[src/rtl/ones_comp_pkg.sv]
// ones_comp_pkg: state encodings shared by both ends of the one's-complement serial link.
package ones_comp_pkg;

    localparam logic ST_IDLE = 1'b0;
    localparam logic ST_RECV = 1'b1;

    typedef enum logic {
        IDLE = ST_IDLE,
        RECV = ST_RECV
    } state_e;

endpackage

[src/rtl/ones_comp_deser.sv]
// ones_comp_deser: re-inverts the complemented serial stream and assembles LSB-first words
// behind a one-word valid/ready holding register.
module ones_comp_deser
    import ones_comp_pkg::*;
#(
    parameter int WIDTH = 8
) (
    input  logic             clk,
    input  logic             rst,
    input  logic             in_valid,
    input  logic             in_sof,
    input  logic             in_data,
    output logic [WIDTH-1:0] out_data,
    output logic             out_valid,
    input  logic             out_ready,
    output logic             overrun
);

    localparam int CW = $clog2(WIDTH);

    state_e           state_q;
    logic [CW-1:0]    cnt_q;
    logic [WIDTH-1:0] shift_q;
    logic [WIDTH-1:0] out_data_q;
    logic             out_valid_q;
    logic             overrun_q;
    logic             last_d;
    logic [WIDTH-1:0] word_d;

    // last_d marks the cycle bit WIDTH-1 lands; word_d is the finished word including it
    always_comb begin
        last_d = in_valid && !in_sof && state_q == RECV && cnt_q == CW'(WIDTH - 1);
        word_d = shift_q;
        word_d[WIDTH-1] = ~in_data;
    end

    always_ff @(posedge clk or negedge rst) begin
        if (!rst) begin
            state_q     <= IDLE;
            cnt_q       <= '0;
            shift_q     <= '0;
            out_data_q  <= '0;
            out_valid_q <= 1'b0;
            overrun_q   <= 1'b0;
        end else begin
            overrun_q <= 1'b0;
            if (out_valid_q && out_ready) out_valid_q <= 1'b0;
            if (in_valid) begin
                if (in_sof) begin
                    shift_q <= {{(WIDTH-1){1'b0}}, ~in_data};
                    cnt_q   <= CW'(1);
                    state_q <= RECV;
                end else if (state_q == RECV) begin
                    shift_q[cnt_q] <= ~in_data;
                    cnt_q   <= last_d ? '0 : cnt_q + CW'(1);
                    state_q <= last_d ? IDLE : RECV;
                end
            end
            // a full holding register only takes the new word if it is drained this same cycle
            if (last_d) begin
                if (!out_valid_q || out_ready) begin
                    out_data_q  <= word_d;
                    out_valid_q <= 1'b1;
                end else begin
                    overrun_q <= 1'b1;
                end
            end
        end
    end

    assign out_data  = out_data_q;
    assign out_valid = out_valid_q;
    assign overrun   = overrun_q;

endmodule

[config.mk]
export PLATFORM = sky130hd
export DESIGN_NAME = ones_comp_deser
export DESIGN_NICKNAME = d
export VERILOG_FILES = /design/src/rtl/ones_comp_pkg.sv /design/src/rtl/ones_comp_deser.sv
export SDC_FILE = /design/constraint.sdc
export NUM_CORES = 1
export LEC_CHECK = 0
export CORE_MARGIN = 2
export CORE_UTILIZATION = 40
export CTS_CLUSTER_SIZE = 8
export DETAILED_ROUTE_END_ITERATION = 10
export GPL_TIMING_DRIVEN = 0
export PLACE_DENSITY = 0.71
export SLEW_MARGIN = 20
export SYNTH_ARGS = -nofsm -noshare
export SYNTH_HDL_FRONTEND = slang
export SYNTH_SLANG_ARGS = --single-unit
[constraint.sdc]
create_clock -name clk -period 4.8 [get_ports clk]
set_input_delay 0.48 -clock clk [delete_from_list [all_inputs] [get_ports clk]]
set_output_delay 0.48 -clock clk [all_outputs]
set_load 0.02 [all_outputs]
# Yosys cells after proc, flatten, opt, wreduce, memory -nomap -nowiden

Index checks and enable logic that the tools add are counted.
Widths: inputs -> output; s select.

Add/subtract/negate cells: 1
Order comparisons: 2
Equality and inequality tests: 1
Multiplexer cells: 16
Bitwise logic cells: 1
Reductions and logical operators: 11

Operators by type and width:

| kind                | count |
|---|---|
| $mux 8              | 2 |
| $mux 1              | 9 |
| $mux 3              | 3 |
| $bwmux 8            | 1 |
| $logic_and 1x1->1   | 5 |
| $lt 3x4->1 const B  | 1 |
| $reduce_and 2->1    | 2 |
| $add 3x1->3 const B | 1 |
| $demux 1 s3         | 1 |
| $eq 3x3->1 const B  | 1 |
| $ge 3x1->1 const B  | 1 |
| $logic_not 1->1     | 2 |
| $reduce_bool 2->1   | 1 |
| $logic_or 1x1->1    | 1 |
| $not 1->1           | 1 |

Flip-flop bits (word level): 22
Input port bits: 6
Output and inout bits: 10
Logic and storage cells: 38

# Logic depth before layout (Yosys ltp)

Gate-level depths: netlist (run 1).

Depth in word-level cells: 7
Mapped depth: 6
Mapped depth without buffers: 5

# Worst setup path after synthesis (run 1)

No wires, ideal clock.

Path type: register -> register
Start: register cnt_q[0]
End: register out_data_q[0], in the netlist out_data[0]
Library setup time: 125 ps
Arrival time: 1476 ps
Required time: 4675 ps
Path slack: 3199 ps
Cell stages (with the launch flop): 7
Buffers on the path: 1
Clock period less this slack: 1601 ps
Path through: dfrtp_1 ha_1 ha_1 nand4b_4 nor2b_2 buf_6 mux2_4

Cells in the longest elaborated chain, start to end: 3

RTL lines:

| item                              | RTL line              | RTL |
|---|---|---|
| from (decl)                       | ones_comp_deser.sv:22 | `logic [CW-1:0] cnt_q;` |
| from (signal assigned)            | ones_comp_deser.sv:55 | `cnt_q <= last_d ? '0 : cnt_q + CW'(1);` |
| $eq 3x3->1                        | ones_comp_deser.sv:32 | `last_d = in_valid && !in_sof && state_q == RECV && cnt_q == CW'(WIDTH - 1);` |
| $logic_and 1x1->1                 | ones_comp_deser.sv:32 |  |
| $reduce_and 2->1 (no source line) | n/a                   |  |
| to (signal assigned)              | ones_comp_deser.sv:62 | `out_data_q <= word_d;` |
| to (decl)                         | ones_comp_deser.sv:24 | `logic [WIDTH-1:0] out_data_q;` |

No other way between the ends.
A chain may end at the register's enable or synchronous reset.

# Worst setup path in the final report (run 1)

Same ends and word-level chain as after synthesis.

==> impl_metrics.toml, run 1 <==
[cells_and_area]
area_growth_syn_to_layout_pct = 20.0
final_layout_size_suffix_gt1_share_pct = 20.0
design_area_mm2 = 0.00123
n_antenna_cell = 0
final_nets = 109

[cts]
clk_path_buf_depth = 2
numCtsBuffers = 3
cts.sinks = 21
cts_tree = "done"
holdBufCountCts = 0
cts.repair.resized = 0
insertion_delay_ns = 0.31
postCtsSetupBuffers = 0
path_clk_slew_ns = 0.12
cts_max_level = 1
root_buffer = "clkbuf_4"

[sta]
setup_viol_count_final = 0
fin_worst_skew_ns = 0.00990
worstMarginPinSlew_ns = 0.910
rsz0062_at_grt = "no"
finalMaxSlewViolations = 0
clock.fmax_mhz = 546
min_period_ns = 1.83
min_period_over_period_pct = 38.2
setup_tns_ns = 0
final_hold_viol_count = 0
slew_headroom_pct = 39.1

[yosys]
synth_edf_count = 0
synth_cells = 82
synth-seq-cells = 21
synth_area_leaders = "dfrtp_1 (51%), mux2_4 (10%), a32o_1 (4.9%), nand2_1 (4.4%), buf_6 (3.3%)"
synthDistinctLibCells = 27
yosys_warnings = 0
ys_top_cells_by_count = "dfrtp_1 (21), nand2_1 (12), mux2_4 (7)"
synth.most_common_cell = "dfrtp_1"
synth_area_leader_cell = "dfrtp_1"
synth_area_mm2 = 0.00103
yosysTopAreaCellShare_pct = 51.2
synthArstFlopShare_pct = 100
syn_avg_cell_area_um2 = 12.5
ys.flop_type = "dfrtp_1"
ys_seq_area_share_pct = 51.2
synth_nets = 90

[global_route]
grt_pass1_wl_um = 2900
grt_overflow = 0
first_global_vias = 670
gr-usage-all-layers_pct = 13.5
grt_max_degree = 22
antenna_found_initial = 0

[critical_path]
start_kind = "register"
rr_worst_depth = 6
worstSetupEndpointType = "register"
arrival_ns = 2.04
path_class = "register to register"
rrSetupSlack_ns = 2.97
r2r_end = "out_data[0]"
r2r-start = "cnt_q[0]"
startpoint = "cnt_q[0]"
cp.required_ns = 5.00
path_max_fanout = 8

[routing]
vias = 697
first_iter_violations = 3
drtPass1Iterations = 4
viasPerCell = 5.36
wl_per_cell_um = 13.8
drc = 0
antenna_left = 0
drt-total-wl_um = 1800

[min_path]
whs_path_depth = 2
holdCritStartpoint = "in_sof"
hold_class = "input pin to register"
hold_end = "cnt_q[1]"

[run]
drv_cap = 0

[place]
port_buffers = 14
dp.final_hpwl_um = 1320
finalWeightedCongestion = 0.825
dpl_cell_area_mm2 = 0.00120

[floorplan]
die_y_um = 54.7
core-area_mm2 = 0.00245
chipWidth_um = 54.7
rows = 18
start_util_pct = 41.8
die_area_mm2 = 0.00299
ios = 16

[outcome]
status = "complete, no violations"

[power]
vdd_drop_max_v = 0.000147
p_leak_nw = 0.555
power_density_mw_per_mm2 = 320
-- power breakdown --
group	leakage, nW	total, W	switching (W)	internal [W]
Sequential	0.276	0.000213	0.0000170	0.000196
Combinational	0.261	0.0000939	0.0000464	0.0000476
Clock	0.0177	0.0000876	0.0000565	0.0000312
Total	0.555	0.000394	0.000120	0.000275
-- cells by family after synthesis --
logic type / after synthesis / synth area share (%)
compound gates: 13 / 10.4
fa+ha+maj: 2 / 2.44
buf+inv: 8 / 5.48
flops: 21 / 51.2
mux: 9 / 12.2
simple gates: 29 / 18.4
-- flip-flops by register name (all words and copies together), names as in the netlist --
name,flops
state_q,1
shift_q,7
overrun,1
out_valid,1
cnt_q,3
out_data,8
-- worst max path at each step --
stage / end / slack (ns) / cells past startpoint
global route: out_data[0] / 2.87 / 6
global placement: out_data[1] / 2.91 / 5
finish: out_data[0] / 2.97 / 6
detailed placement: out_data[0] / 2.90 / 5
CTS: out_data[0] / 2.97 / 6
floorplan: out_data[0] / 3.20 / 6
-- cell usage in the layout, fill, tap and decap left out, drive strengths merged, types with 2 or more instances in the layout --
cell	Yosys	routed
o22ai	2	2
nor2	2	2
mux2	7	7
buf	4	4
clkdlybuf4s50	0	14
ha	2	2
nor2b	6	6
a32o	5	5
clkbuf	0	3
mux2i	2	2
a31oi	2	2
dfrtp	21	21
inv	4	4
nand2	13	13
-- per-layer routing --
| metal | up-vias | part of all wire [%] | global-route usage, % | wire (µm) |
|---|---|---|---|---|
| met5 | - | 0 | 0 | 0 |
| met4 | 0 | 1.9 | 5.00 | 34 |
| met3 | 6 | 2.0 | 1.64 | 36 |
| met2 | 14 | 51 | 24.4 | 910 |
| met1 | 343 | 45 | 16.2 | 816 |
| li1 | 334 | - | - | - |
-- final cells by class --
type | count | area, µm²
inverter | 4 | 15.0
buffer | 4 | 41.3
tap | 30 | 37.5
multi-input combinational | 53 | 445
sequential | 21 | 526
clock buffer | 3 | 22.5
timing repair buffer | 14 | 140
clock inverter | 1 | 5.00
fill | 215 | 1220
-- metrics by stage --
| stage | instances | hold slack [ns] | util (%) | total power [W] | setup WS [ns] |
|---|---|---|---|---|---|
| 3_5_place_dp | 126 | 0.493 | 49.1 | 0.000310 | 2.90 |
| 6_report | 130 | 0.374 | 50.2 | 0.000394 | 2.97 |
| 4_1_cts | 130 | 0.378 | 50.2 | 0.000395 | 2.97 |
| 2_1_floorplan | 82 | 0.184 | - | 0.000275 | 3.20 |
| 3_3_place_gp | 126 | 0.490 | 49.1 | 0.000306 | 2.91 |
| 5_1_grt | 130 | 0.380 | 50.2 | 0.000418 | 2.87 |
-- critical path: stages, from the launching register on --
cell	delay, ns
dfrtp_1	0.50
ha_1	0.21
ha_1	0.26
nand4b_4	0.13
nor2b_2	0.15
buf_6	0.17
mux2_4	0.31
Note: power is estimated with default switching activity, not from simulation.
==> run 2, diff against run 1 <==
--- a/config.mk
+++ b/config.mk
@@ -10,7 +10,7 @@
 export CTS_CLUSTER_SIZE = 8
 export DETAILED_ROUTE_END_ITERATION = 10
 export GPL_TIMING_DRIVEN = 0
-export PLACE_DENSITY = 0.71
+export PLACE_DENSITY = 0.74
 export SLEW_MARGIN = 20
 export SYNTH_ARGS = -nofsm -noshare
 export SYNTH_HDL_FRONTEND = slang
==> constraint.sdc (replaced) <==
create_clock -name clk -period 1.5 [get_ports clk]
set_input_delay 0.15 -clock clk [delete_from_list [all_inputs] [get_ports clk]]
set_output_delay 0.15 -clock clk [all_outputs]
set_load 0.02 [all_outputs]
==> run 2 against run 1 <==
Against the previous run: flip-flop and latch count unchanged; setup slack got worse by 3.0 ns; clock power increased to 3.0 times the previous value; cell count increased by 3.8%; die area unchanged; sequential power increased to 3.2 times the previous value; clock-buffer cell count increased by 1; critical path depth unchanged; global-route usage increased by 0.92 points; cell area increased by 5.5%; critical endpoint is now out_data[4]; highest routed layer unchanged.
==> impl_metrics.toml, run 2 (same netlist as run 1, synthesis figures left out) <==
[critical_path]
cp.required_ns = 1.69
path_max_fanout = 8
arrival_ns = 1.69
worstSetupEndpointType = "register"
start_kind = "register"
path_class = "register to register"

[floorplan]
die_y_um = 54.7
rows = 18
chipWidth_um = 54.7
start_util_pct = 41.8
die_area_mm2 = 0.00299
ios = 16
core-area_mm2 = 0.00245

[place]
port_buffers = 14
finalWeightedCongestion = 0.797
place_inst = 126
dpl_cell_area_mm2 = 0.00122
dp.final_hpwl_um = 1240

[cells_and_area]
design_area_mm2 = 0.00130
mostFrequentLayoutCell = "dfrtp_1"
final_layout_size_suffix_gt1_share_pct = 27.6
fillCellCount = 214
layout.cells.non_filler = 135
mostFrequentLayoutCells = "dfrtp_1 (18), clkdlybuf4s50_1 (13), nand2_1 (12), mux2_4 (7), buf_4 (6)"
n_antenna_cell = 0
area_growth_syn_to_layout_pct = 26.6
final_nets = 114
largest_register_ffs = 8

[global_route]
gr-usage-all-layers_pct = 14.5
grt_pass1_wl_um = 3060
antenna_found_initial = 0
first_global_vias = 687
grt_overflow = 0
grt_max_degree = 22

[routing]
drc = 0
antenna_left = 0
viasPerCell = 5.19
first_iter_violations = 13
drtPass1Iterations = 4
wl_per_cell_um = 13.7
drt-total-wl_um = 1860
vias = 700

[sta]
clock.fmax_mhz = 669
fin_worst_skew_ns = 0.00597
setup_viol_count_final = 0
final_hold_viol_count = 0
min_period_over_period_pct = 99.6
setup_tns_ns = 0
finalMaxSlewViolations = 0
rsz0062_at_grt = "yes"
worstMarginPinSlew_ns = 0.921
min_period_ns = 1.49
slew_headroom_pct = 38.4

[cts]
insertion_delay_ns = 0.30
holdBufCountCts = 0
root_buffer = "clkbuf_4"
cts.sinks = 21
numCtsBuffers = 3
path_clk_slew_ns = 0.11
cts_max_level = 1
cts_tree = "done"
clk_path_buf_depth = 2

[outcome]
status = "complete, no violations"

[power]
vdd_drop_max_v = 0.000549
power_density_mw_per_mm2 = 999
p_leak_nw = 0.587

[min_path]
hold_class = "input pin to register"

[run]
drv_cap = 0
run 2: cell count changes in the layout (fill, tap and decap cells not counted), sizes merged:
cell,delta
buf,+5
clkbuf,+1
clkdlybuf4s50,-1
clkinv,-1
dlymetal6s2s,+1
run 2: timing repair:
action / 4_1_cts / 5_1_grt
endpoints found under the setup margin: 8 / 9
gates resized for setup: 4 / 1
pin swaps: 1 / 0
buffers inserted: 5 / 0
run 2: per-layer routing:
| metal | track usage, % | routed length [µm] | part of all wire, % |
|---|---|---|---|
| met3 | 1.64 | 46 | 2.5 |
| met4 | 7.50 | 44 | 2.4 |
| met5 | 0 | 0 | 0 |
| met2 | 22.8 | 877 | 47 |
| met1 | 19.3 | 888 | 48 |
run 2: stage by stage:
stage	setup slack (ns)	power (W)	utilization [%]	hold WS (ns)
detailed placement	-0.180	0.00101	49.7	0.402
finish	0.00532	0.00130	53.0	0.0692
CTS	-0.00330	0.00131	52.9	0.0584
floorplan	-0.0499	0.000892	-	-0.146
global route	-0.0536	0.00139	53.0	0.0547
global placement	-0.171	0.000990	49.7	0.381
run 2: worst paths after layout:
kind                             from          end  slack, ns  depth (start not counted)
max                          cnt_q[1]  out_data[4]      0.005                          6
min                            in_sof   shift_q[6]       0.07                          2
max reg2reg                  cnt_q[1]  out_data[4]      0.005                          6
min reg2reg                shift_q[1]  out_data[1]       0.52                          1
max in group asynchronous         rst     cnt_q[1]       0.53                          1
min in group asynchronous         rst     cnt_q[0]       0.35                          1
run 2: final cells by class:
class | instances | area [µm²] | share of cell area (%)
timing repair buffer | 19 | 180 | 13.9
buffer | 4 | 41.3 | 3.18
inverter | 4 | 15.0 | 1.15
clock buffer | 4 | 26.3 | 2.02
sequential | 21 | 529 | 40.7
tap | 30 | 37.5 | 2.89
multi-input combinational | 53 | 470 | 36.2
run 2: worst max-delay path, stage by stage (launching register included):
cell	delay [ns]
dfrtp_2	0.41
ha_4	0.15
ha_4	0.13
nand4b_4	0.10
nor2b_2	0.13
buf_6	0.16
mux2_4	0.31
run 2: power breakdown:
part	internal (W)	switching (W)	leakage, nW
registers	0.000630	0.0000520	0.272
logic	0.000179	0.000170	0.300
clock network	0.000104	0.000164	0.0150
==> run 3, diff against run 2 <==
--- a/config.mk
+++ b/config.mk
@@ -5,7 +5,7 @@
 export SDC_FILE = /design/constraint.sdc
 export NUM_CORES = 1
 export LEC_CHECK = 0
-export CORE_MARGIN = 2
+export CORE_MARGIN = 1
 export CORE_UTILIZATION = 40
 export CTS_CLUSTER_SIZE = 8
 export DETAILED_ROUTE_END_ITERATION = 10
==> run 3 against run 2 <==
Against the previous run: the flow now finishes with violations (setup timing); cell area is 1.2% lower; clock power hardly changed; cell count is 3.0% lower; critical path depth stayed put.
==> impl_metrics.toml, run 3 (same netlist as run 1, synthesis figures left out) <==
[power]
p_sw_w = 0.000378
clkPwrFrac_pct = 20.5
power_density_mw_per_mm2 = 1000
total_power_w = 0.00129
power_frac_seq_pct = 52.9
vdd_drop_max_v = 0.000438
swShare_pct = 29.3
p_leak_nw = 0.596
internal-power_w = 0.000911
power_frac_comb_pct = 26.7

[cells_and_area]
area_growth_syn_to_layout_pct = 25.1
mostFrequentLayoutCells = "dfrtp_1 (18), nand2_1 (12), clkdlybuf4s50_1 (12), mux2_4 (7)"
fillCellCount = 194
largest_register_ffs = 8
utilization_pct = 55.4
final_nets = 112
final_layout_size_suffix_gt1_share_pct = 26.2
mostFrequentLayoutCell = "dfrtp_1"
n_antenna_cell = 0
layout.cells.non_filler = 131

[critical_path]
rr_worst_depth = 6
start_kind = "register"
crit_slowest_cell = "dfrtp_2"
path_cells = "ha_4, ha_4, nand4b_4, nor2b_2, buf_6, mux2_4"
path_class = "register to register"
path_max_fanout = 8
worstSetupEndpointType = "register"
cp_common_cell = "ha_4"
arrival_ns = 1.71
cp.required_ns = 1.70
critPathMaxStageDelay_ns = 0.41

[sta]
min_period_ns = 1.51
hold_slack_ns = 0.0649
min_period_over_period_pct = 101
setup_viol_count_final = 7
worstMarginPinSlew_ns = 0.894
clock.fmax_mhz = 662
finalWorstSetupSlack_ns = -0.00960
final_hold_viol_count = 0
rsz0062_at_grt = "yes"
finalMaxSlewViolations = 0
fin_worst_skew_ns = 0.00109
slew_headroom_pct = 40.2

[global_route]
first_global_vias = 649
grt-busiest-layer = "met2"
grt_pass1_wl_um = 2930
antenna_found_initial = 0
grt_use_met2_pct = 24.1
grt_use_met1_pct = 19.2
gr-usage-all-layers_pct = 15.0
grt_overflow = 0
met3_usage_pct = 1.74
grt_max_degree = 22

[run]
drv_cap = 0

[floorplan]
die_area_mm2 = 0.00277
start_util_pct = 44.3
ios = 16
rows = 17
core-area_mm2 = 0.00232
chipWidth_um = 52.7
die_y_um = 52.7

[cts]
numCtsBuffers = 3
path_clk_slew_ns = 0.10
clk_path_buf_depth = 2
cts_max_level = 1
root_buffer = "clkbuf_4"
cts.sinks = 21
cts_tree = "done"
insertion_delay_ns = 0.30

[min_path]
hold_class = "input pin to register"
whs_path_depth = 2

[routing]
drc = 0
vias = 686
viasPerCell = 5.24
antenna_left = 0
drtPass1Iterations = 4
first_iter_violations = 4
wl_per_cell_um = 13.8
drt-total-wl_um = 1800

[place]
finalWeightedCongestion = 0.771
port_buffers = 14
pre_cts_ws_ns = -0.197
dp.final_hpwl_um = 1260
place_inst = 124

[outcome]
status = "finished, violations left"
violations = "setup timing"
==> run 3: changes by cell type in the layout (fill, tap and decap cells not counted) <==
cell	delta
buf_4	-2
clkdlybuf4s50_1	-1
dlymetal6s2s_1	+1
==> run 3: worst paths after layout <==
kind / startpoint / to / slack [ns]
setup / recovery: cnt_q[0] / out_data[1] / -0.01
hold / removal: in_sof / cnt_q[1] / 0.06
setup reg to reg: cnt_q[0] / out_data[1] / -0.01
hold reg to reg: out_data[4] / out_data[4] / 0.52
max in group asynchronous: rst / cnt_q[1] / 0.56
min in group asynchronous: rst / shift_q[2] / 0.34
==> run 3: critical path: cells and delay by family (launching register included) <==
family / cells / cell delay, ns
mux: 1 / 0.31
flops: 1 / 0.41
fa+ha+maj: 2 / 0.28
buf+inv: 1 / 0.17
simple gates: 2 / 0.23
==> run 3: through the flow <==
stage / cell area [µm²] / setup TNS, ns
after floorplan: 1040 / -0.349
after global placement: 1220 / -1.17
after detailed placement: 1220 / -1.37
after CTS: 1280 / -0.0969
after global routing: 1280 / -0.537
final: 1280 / -0.0345
==> run 3: power by group through the flow <==
stage                     clock (W)  sequential [W]  combinational (W)
after floorplan                   0        0.000710           0.000182
after global placement            0        0.000692           0.000299
after detailed placement          0        0.000697           0.000309
after CTS                  0.000272        0.000681           0.000348
after global routing       0.000311        0.000690           0.000381
final                      0.000264        0.000682           0.000344
==> run 3: layout make-up <==
cell class	count	area [µm²]	area share [%]
sequential	21	529	41.2
tap	28	35.0	2.73
inverter	4	15.0	1.17
multi-input combinational	53	470	36.6
clock buffer	4	26.3	2.04
timing repair buffer	17	168	13.0
buffer	4	41.3	3.21
==> run 3: per-layer routing <==
metal  share of wire (%)  vias to the layer above
li1                    -                      337
met1                  44                      330
met2                  50                       14
met3                 2.8                        5
met4                 2.7                        0
met5                   0                        -
==> run 3: repair_timing <==
| item | in CTS | in global routing |
|---|---|---|
| endpoints found under the hold margin | 0 | 0 |
| setup buffers | 3 | 0 |
| gates resized for setup | 4 | 2 |
| setup endpoints to repair | 8 | 9 |
| pin swaps | 1 | 0 |
| hold buffers | 0 | 0 |
